`src/rtl/sprite_line_scheduler_if.sv`:
```
// Sprite scheduler bus: line trigger, object table read port, slot table write port, status.
interface sprite_line_scheduler_if #(
   parameter int IDX_W  = 7,
   parameter int SLOT_W = 3
);
   logic              line_start;
   logic [9:0]        target_line;
   logic              obj_rd_en;
   logic [IDX_W-1:0]  obj_rd_addr;
   logic [29:0]       obj_rd_data;
   logic              slot_clear;
   logic              slot_wr;
   logic [SLOT_W-1:0] slot_idx;
   logic [11:0]       slot_x;
   logic [4:0]        slot_sprite;
   logic [4:0]        slot_row;
   logic              busy;
   logic              sched_done;
   logic [SLOT_W:0]   slot_count;
   logic              overflow;

   modport master (
      input  line_start, target_line, obj_rd_data,
      output obj_rd_en, obj_rd_addr, slot_clear, slot_wr, slot_idx, slot_x,
             slot_sprite, slot_row, busy, sched_done, slot_count, overflow
   );

   modport slave (
      output line_start, target_line, obj_rd_data,
      input  obj_rd_en, obj_rd_addr, slot_clear, slot_wr, slot_idx, slot_x,
             slot_sprite, slot_row, busy, sched_done, slot_count, overflow
   );
endinterface

```
`src/rtl/sprite_line_scheduler.sv`:
```
// Per-scanline sprite scheduler: sequenced object table scan filling up to SLOTS slot entries.
// Optional SCHED_EARLY_EXIT_EN: stop reading once all slots are filled (overflow then held 0).
module sprite_line_scheduler #(
   parameter int MAX_OBJECTS   = 100,
   parameter int SLOTS         = 8,
   parameter int SPRITE_HEIGHT = 32,
   parameter int IDX_W         = 7,
   parameter int SLOT_W        = 3
) (
   input logic                     clk,
   input logic                     reset,
   sprite_line_scheduler_if.master bus
);
`ifdef SCHED_EARLY_EXIT_EN
   localparam bit EARLY_EXIT = 1'b1;
`else
   localparam bit EARLY_EXIT = 1'b0;
`endif
   localparam logic [IDX_W-1:0] LAST_ADDR = IDX_W'(MAX_OBJECTS - 1);
   localparam logic [SLOT_W:0]  FULL_CNT  = (SLOT_W + 1)'(SLOTS);

   typedef enum logic [1:0] {IDLE, SCAN, DRAIN} state_t;
   state_t state, state_nxt;

   logic [9:0]       line_q;
   logic [SLOT_W:0]  count;
   logic [IDX_W-1:0] addr;
   logic             ovf, rd_vld, drain_ph, early_q, done_nxt, drain_fin, full, hit;
   logic [12:0]      line13, y13, y_end;

   // 13-bit compare so a y near 4095 cannot wrap around onto a low line
   assign line13 = {3'b0, line_q};
   assign y13    = {1'b0, bus.obj_rd_data[17:6]};
   assign y_end  = y13 + 13'(SPRITE_HEIGHT);
   assign hit    = rd_vld && bus.obj_rd_data[0] && (line13 >= y13) && (line13 < y_end);
   assign full   = (count == FULL_CNT);

   // Normal drain waits two cycles so the last object's write lands before done;
   // an early exit has nothing left to write and drains in one.
   assign drain_fin = drain_ph || (EARLY_EXIT && early_q);

   assign bus.obj_rd_en   = (state == SCAN);
   assign bus.obj_rd_addr = addr;
   assign bus.busy        = (state != IDLE);
   assign bus.slot_count  = count;
   assign bus.overflow    = ovf;

   always_ff @(posedge clk or posedge reset) begin
      if (reset) state <= IDLE;
      else       state <= state_nxt;
   end

   always_comb begin
      state_nxt = state;
      done_nxt  = 1'b0;
      if (bus.line_start) begin
         state_nxt = SCAN;
      end else begin
         case (state)
            IDLE: ;
            SCAN: if ((EARLY_EXIT && full) || addr == LAST_ADDR) state_nxt = DRAIN;
            DRAIN: if (drain_fin) begin
               state_nxt = IDLE;
               done_nxt  = 1'b1;
            end
            default: state_nxt = IDLE;
         endcase
      end
   end

   always_ff @(posedge clk or posedge reset) begin
      if (reset) begin
         line_q          <= '0;
         count           <= '0;
         addr            <= '0;
         ovf             <= 1'b0;
         rd_vld          <= 1'b0;
         drain_ph        <= 1'b0;
         early_q         <= 1'b0;
         bus.slot_clear  <= 1'b0;
         bus.slot_wr     <= 1'b0;
         bus.slot_idx    <= '0;
         bus.slot_x      <= '0;
         bus.slot_sprite <= '0;
         bus.slot_row    <= '0;
         bus.sched_done  <= 1'b0;
      end else begin
         bus.slot_clear  <= bus.line_start;
         bus.slot_wr     <= 1'b0;
         bus.slot_idx    <= '0;
         bus.slot_x      <= '0;
         bus.slot_sprite <= '0;
         bus.slot_row    <= '0;
         bus.sched_done  <= done_nxt;
         // a restart drops whatever read is still in flight
         rd_vld          <= (state == SCAN) && !bus.line_start;
         drain_ph        <= (state == DRAIN) && !drain_ph && !bus.line_start;
         if (bus.line_start) begin
            line_q  <= bus.target_line;
            count   <= '0;
            addr    <= '0;
            ovf     <= 1'b0;
            early_q <= 1'b0;
         end else begin
            if (state == SCAN) begin
               addr    <= (state_nxt == DRAIN) ? '0 : addr + 1'b1;
               early_q <= full;
            end
            if (hit) begin
               if (!full) begin
                  bus.slot_wr     <= 1'b1;
                  bus.slot_idx    <= count[SLOT_W-1:0];
                  bus.slot_x      <= bus.obj_rd_data[29:18];
                  bus.slot_sprite <= bus.obj_rd_data[5:1];
                  bus.slot_row    <= line_q[4:0] - bus.obj_rd_data[10:6];
                  count           <= count + 1'b1;
               end else if (!EARLY_EXIT) begin
                  ovf <= 1'b1;
               end
            end
         end
      end
   end
endmodule

```
`src/flat_wrapper.sv`:
```
// flat-port wrapper written by rule: the top's interface ports become plain ports
module sprite_line_scheduler_flat 
#(
   parameter int MAX_OBJECTS   = 100,
   parameter int SLOTS         = 8,
   parameter int SPRITE_HEIGHT = 32,
   parameter int IDX_W         = 7,
   parameter int SLOT_W        = 3
)
  (clk, reset, bus_line_start, bus_target_line, bus_obj_rd_data, bus_obj_rd_en, bus_obj_rd_addr, bus_slot_clear, bus_slot_wr, bus_slot_idx, bus_slot_x, bus_slot_sprite, bus_slot_row, bus_busy, bus_sched_done, bus_slot_count, bus_overflow);
  sprite_line_scheduler_if #(.IDX_W(IDX_W), .SLOT_W(SLOT_W)) bus_i ();
  input logic clk;
  input logic reset;
  input wire logic [$bits(bus_i.line_start)-1:0] bus_line_start;
  input wire logic [$bits(bus_i.target_line)-1:0] bus_target_line;
  input wire logic [$bits(bus_i.obj_rd_data)-1:0] bus_obj_rd_data;
  output wire logic [$bits(bus_i.obj_rd_en)-1:0] bus_obj_rd_en;
  output wire logic [$bits(bus_i.obj_rd_addr)-1:0] bus_obj_rd_addr;
  output wire logic [$bits(bus_i.slot_clear)-1:0] bus_slot_clear;
  output wire logic [$bits(bus_i.slot_wr)-1:0] bus_slot_wr;
  output wire logic [$bits(bus_i.slot_idx)-1:0] bus_slot_idx;
  output wire logic [$bits(bus_i.slot_x)-1:0] bus_slot_x;
  output wire logic [$bits(bus_i.slot_sprite)-1:0] bus_slot_sprite;
  output wire logic [$bits(bus_i.slot_row)-1:0] bus_slot_row;
  output wire logic [$bits(bus_i.busy)-1:0] bus_busy;
  output wire logic [$bits(bus_i.sched_done)-1:0] bus_sched_done;
  output wire logic [$bits(bus_i.slot_count)-1:0] bus_slot_count;
  output wire logic [$bits(bus_i.overflow)-1:0] bus_overflow;
  assign bus_i.line_start = bus_line_start;
  assign bus_i.target_line = bus_target_line;
  assign bus_i.obj_rd_data = bus_obj_rd_data;
  assign bus_obj_rd_en = bus_i.obj_rd_en;
  assign bus_obj_rd_addr = bus_i.obj_rd_addr;
  assign bus_slot_clear = bus_i.slot_clear;
  assign bus_slot_wr = bus_i.slot_wr;
  assign bus_slot_idx = bus_i.slot_idx;
  assign bus_slot_x = bus_i.slot_x;
  assign bus_slot_sprite = bus_i.slot_sprite;
  assign bus_slot_row = bus_i.slot_row;
  assign bus_busy = bus_i.busy;
  assign bus_sched_done = bus_i.sched_done;
  assign bus_slot_count = bus_i.slot_count;
  assign bus_overflow = bus_i.overflow;
  sprite_line_scheduler #(.MAX_OBJECTS(MAX_OBJECTS), .SLOTS(SLOTS), .SPRITE_HEIGHT(SPRITE_HEIGHT), .IDX_W(IDX_W), .SLOT_W(SLOT_W)) u_core (.clk(clk), .reset(reset), .bus(bus_i));
endmodule
```
`config.mk`:
```
export PLATFORM = sky130hd
export DESIGN_NAME = sprite_line_scheduler_flat
export DESIGN_NICKNAME = d
export VERILOG_FILES = /design/src/rtl/sprite_line_scheduler_if.sv /design/src/rtl/sprite_line_scheduler.sv /design/src/flat_wrapper.sv
export SDC_FILE = /design/constraint.sdc
export NUM_CORES = 1
export LEC_CHECK = 0
export ABC_AREA = 1
export ABC_CLOCK_PERIOD_IN_PS = 2200
export BUFFER_PORTS_ARGS = -buffer_cell sky130_fd_sc_hd__buf_2
export CAP_MARGIN = 40
export CORE_UTILIZATION = 42
export CTS_BUF_LIST = sky130_fd_sc_hd__clkbuf_8
export CTS_CLUSTER_SIZE = 20
export DETAILED_ROUTE_END_ITERATION = 7
export HOLD_SLACK_MARGIN = 0.03
export PLACE_DENSITY = 0.67
export SYNTH_ARGS = -nofsm -noshare
export SYNTH_HDL_FRONTEND = slang
export SYNTH_SLANG_ARGS = --single-unit
export TNS_END_PERCENT = 1
```
`constraint.sdc`:
```
create_clock -name clk -period 2.2 [get_ports clk]
set_input_delay 0 -clock clk [delete_from_list [all_inputs] [get_ports clk]]
set_output_delay 0 -clock clk [all_outputs]
set_load 0.02 [all_outputs]
```
Word-level counts from Yosys, hierarchy flattened
Cells that the tools add are included.

Bits in registers: 54. Latch bits: 0. Bits in writable memories: 0. Memory bits (read-only): 0. Input bits: 43. Output and inout bits: 42. Word-level logic and storage cells: 72. Memories kept: 0.

Add/sub/neg operators: 4. Multipliers: 0. Div/mod/pow operators: 0. Order comparisons: 2. Equality and inequality tests: 6. Shift operators: 0. Muxes and demuxes: 31. Bitwise gates (word level): 0. Reductions and logical operators: 15.

Operators with widths (count): 12-bit two-way mux (3); 5-bit two-way mux (6); 7-bit two-way mux (3); 12-bit by 6-bit adder with 13-bit output (second input constant) (1); 10-bit by 13-bit < comparator with 1-bit output (1); 10-bit by 12-bit greater-or-equal comparator with 1-bit output (1); 4-bit two-way mux (3); 1-bit two-way mux (9); 3-bit two-way mux (3); 2-bit nonzero test (4); 7-bit by 1-bit adder with 7-bit output (second input constant) (1); 7-bit == test (second input constant) (1); 1-bit logical AND (6); 2-bit two-way mux (3); 2-bit one-hot mux with 3 select lines (1); 5-bit subtractor (1); 4-bit by 1-bit adder with 4-bit output (second input constant) (1); 2-bit == test (second input constant) (2); 4-bit == test (second input constant) (1); 2-bit AND reduction (2); 2-bit by 1-bit == test with 1-bit output (second input constant) (1); 1-bit zero test (2); 2-bit zero test (1); 2-bit != test (second input constant) (1).

Depth between registers and ports, before layout
Depth in word-level cells: 8. Gate-level depth with buffers: 16. Depth with buffers taken out: 15.

Worst setup path after synthesis
Ideal clock, no wire load.

Path kind: reg2reg. Start point: register u_core.line_q[0]. End point: register u_core.bus.slot_wr. Data arrival time: 1.810 ns. Required time: 2.082 ns. Path slack: 0.273 ns. Cell stages (with the launch flop): 16. Cell sequence: dfrtp_1 inv_1 ha_1 inv_1 fa_1 nand3_1 nand2_1 nor2_1 nor2_1 nor2_1 nor2_2 nand3_2 nor2_4 nand2_4 buf_6 inv_1.

Longest elaborated chain between the ends: 5.

Ends and longest elaborated chain: start: declaration (line sprite_line_scheduler.sv:25) `logic [9:0] line_q;`; start signal: assignment (line sprite_line_scheduler.sv:99) `line_q <= bus.target_line;`; 10-bit by 12-bit greater-or-equal comparator with 1-bit output (line sprite_line_scheduler.sv:35) `assign hit = rd_vld && bus.obj_rd_data[0] && (line13 >= y13) && (line13 < y_end);`; 1-bit logical AND (line sprite_line_scheduler.sv:35); 1-bit logical AND * (line sprite_line_scheduler.sv:35); 1-bit two-way mux * (line sprite_line_scheduler.sv:109) `if (hit) begin`; 1-bit two-way mux * (line sprite_line_scheduler.sv:98) `if (bus.line_start) begin`; end signal: assignment (line sprite_line_scheduler.sv:81) `bus.slot_wr <= 1'b0;`; end signal: assignment (line sprite_line_scheduler.sv:89) `bus.slot_wr <= 1'b0;`; end signal: assignment (line sprite_line_scheduler.sv:111) `bus.slot_wr <= 1'b1;`; end: declaration (line sprite_line_scheduler_if.sv:24) `output obj_rd_en, obj_rd_addr, slot_clear, slot_wr, slot_idx, slot_x,`.

Mark *: on every way between the ends. The rest lies on a longest branch, timed or not. A chain may end at the register's enable or synchronous reset.

Worst setup path after layout
Ends and elaborated chain as after synthesis.

==> summary.md <==
| Metric | Value |
|---|---|
| Most Frequent Cell on Critical Path | nor2_1 |
| FMAX | 490.2 MHz |
| Initial Util | 43.63% |
| Pre-Repair DR Iteration Count | 4 |
| Req. time, crit path | 2.40 ns |
| NumNets Final | 506 |
| CP max stage delay | 0.38 ns |
| Commonest non-fill, non-tap cells in the layout | buf_2 (84), nand2_1 (73), inv_1 (60) |
| Final hold vios | 0 |
| Worst path arrival time | 2.24 ns |
| Post-route minimum period | 2.040 ns |
| Synthesized Nets | 386 |
| Synth Instances | 323 |
| CTS Sinks | 54 |
| Outcome | finished, final reports clean |
| Slew HR | 50.26% |
| Row Count | 29 |
| CTS Buf Count | 5 |
| Drt total wl | 5924 µm |
| Post-synthesis mux area share | 0% |
| Crit path cell chain | inv_1 > ha_1 > inv_2 > fa_2 > nand3_1 > nand2_1 > nor2_1 > nor2_1 > nor2_1 > nor2_2 > nand3_2 > nor2_4 > buf_12 > nand2_8 > inv_1 |
| RSZ-0062 raised after global routing | false |
| ANT nets after route | 0 |
| Post-DP HPWL | 4146 µm |
| Largest net degree at the start of global routing | 26 |
| Synth Area in Adders | 9.250% |
| Drt drc | 0 |
| Largest family of logic cells by synthesized area | simple AND/OR/NAND/NOR gates |
| Die area | 6964 µm² |
| Yosys cell types | 26 |
| TritonCTS clock tree | yes |
| Share of layout cells above drive strength 1 | 28.44% |
| Height of the die | 83.45 µm |
| Worst Hold Class | in -> reg |
| Via-to-Cell Ratio | 4.567 |
| Synth warn | 0 |
| Area grow syn2layout | 33.68% |
| Mean area per synthesized cell | 8.627 µm² |
| Post-Synthesis Cell Area | 2786 µm² |
| Origin of the critical flop-to-flop path | u_core.line_q[0] |
| Clock Latency Late Sink | 0.30 ns |
| First-pass GRT wire length | 9922 µm |
| Worst setup EP type | flop |
| Crit Path Max Fanout | 12 |
| Setup CP Type | reg -> reg |
| Die X | 83.45 µm |
| Core ar. | 6386 µm² |
| TNS Setup | 0 ns |
| Fin Clk Skew | 0.006400 ns |
| Fill cells | 593 |
| WL/cell | 11.39 µm |
| Fin. max-slew vios | 0 |
| Synth Area in Simple Gates | 25.28% |
| Slowest CP cell | dfrtp_1 |
| Antenna violations before repair | 0 |
| First DRT Iteration DRCs | 59 |
| Setup violators final | 0 |
| Root buf cell | clkbuf_8 |
| Total power | 1.988 mW |
| Power Density | 533.7 nW/µm² |
| CP startpoint kind | flop |
| Routability cong. | 0.7914 |
| Hold_sp | bus_line_start |
| Post-Synth XOR/XNOR Area | 3.772% |
| Num ports | 85 |
| Total number of vias | 2375 |
| Max VDD drop | 0.3903 mV |
| Worst setup path startpoint | u_core.line_q[0] |
| Total GRT Usage | 17.70% |
| Complex-gate fraction of the synthesized area | 3.458% |
| Leak | 2.154 nW |
| Least-Margin Pin Slew | 0.7453 ns |
| Clock Tree Buf Depth | 2 |
| H-tree Lvls | 2 |
| Vias in the first global route | 2223 |
| Yosys reg bits | 54 |
| PortBufs | 84 |
| Seq/Total Area, Yosys | 48.50% |
| ANT cells | 0 |
| Tcrit/Tclk final | 92.73% |
| GR Overflow Total | 0 |
| Clock slew at the register clock pins of the worst setup and hold paths | 0.10 ns |
| Max Cap Viol | 0 |
| Commonest non-fill, non-tap cell in the layout | buf_2 |
## sequential cells by signal (all words and copies together) (netlist names)
| name | cells |
|---|---|
| u_core.bus.overflow | 1 |
| u_core.bus.slot_sprite | 5 |
| u_core.bus.slot_row | 5 |
| u_core.bus.slot_clear | 1 |
| u_core.bus.slot_x | 12 |
| u_core.line_q | 10 |
| u_core.bus.slot_count | 4 |
| u_core.bus.obj_rd_addr | 7 |
| u_core.bus.slot_idx | 3 |
| u_core.bus.sched_done | 1 |
| u_core.rd_vld | 1 |
| u_core.bus.slot_wr | 1 |
| u_core.state | 2 |
| u_core.drain_fin | 1 |
## final cells by class
cell class | instances | area [µm²] | area share, %
flip-flops and latches | 54 | 1351 | 36.28
multi-input cells | 203 | 1209 | 32.45
repair buffers | 117 | 753.2 | 20.22
inverters | 62 | 232.7 | 6.248
well taps | 77 | 96.34 | 2.586
clock buffers | 5 | 68.82 | 1.847
clock inverters | 2 | 13.76 | 0.3695
## path summary, 6_finish.rpt
check | end | slack [ns] | cells past startpoint
worst max-delay path | u_core.bus.slot_wr | 0.16 | 15
worst min-delay path | u_core.bus.slot_clear | 0.05 | 1
worst max register to register | u_core.bus.slot_wr | 0.16 | 15
min in group asynchronous | u_core.bus.obj_rd_addr[5] | 0.23 | 3
max in group asynchronous | u_core.bus.slot_x[11] | 1.37 | 4
worst min register to register | u_core.bus.sched_done | 0.43 | 1
## through the flow
stage                     setup slack [ns]  std cells  cell area, µm²  hold slack, ns  util (%)
after floorplan                     0.2728        323            2786         0.03143         -
after global placement             0.09142        481            3287        0.008422     51.47
after detailed placement           0.02384        481            3287         0.01178     51.47
after CTS                         0.007490        517            3660         0.03558     57.31
after global routing              0.005412        520            3725         0.04476     58.33
final                               0.1599        520            3725         0.04524     58.33
## cell families after synthesis
kind of cell	Yosys count
AND/OR/NAND/NOR	152
buffers and inverters	68
flip-flops	54
adder cells (fa/ha/maj)	20
AO/OA/AOI/OAI	17
XOR/XNOR	12
## critical path, delay by kind of cell (launching register included)
family	cells	cell delay, ns
DFF	1	0.38
and+or+nand+nor	9	0.76
buffers and inverters	4	0.32
adders and majority gates	2	0.49
## synthesized netlist by cell type, drive strengths merged
library cell	n	share of area (%)
a211oi	1	0.27
a21oi	7	1.3
buf	4	1.1
clkbuf	2	0.27
dfrtp	54	48
fa	1	0.72
ha	19	8.5
inv	62	8.4
nand2	74	10
nand3	24	4.8
nand4	6	1.3
nor2	42	7.7
nor3	5	0.90
nor4	1	0.22
o21ai	3	0.54
o21bai	1	0.27
o22ai	5	1.1
xnor2	5	1.6
xor2	7	2.2
## power by group
group	switching [mW]	internal, mW
combinational	0.221	0.171
sequential	0.0311	1.03
clock	0.319	0.221
total	0.571	1.42
## what timing repair did
item / in CTS / in global routing
hold buffers: 29 / 0
setup buffers: 0 / 1
setup endpoints to repair: 0 / 25
endpoints found under the hold margin: 45 / 0
resized for setup: 0 / 5
## routing by layer
metal / track usage (%) / vias up / part of all wire (%)
met2: 28.39 / 57 / 48
met3: 5.341 / 7 / 5.4
met4: 4.777 / 0 / 1.2
met5: 0 / - / 0
met1: 23.43 / 1081 / 46
li1: - / 1230 / -
Note: power is estimated with default switching activity, not from simulation.
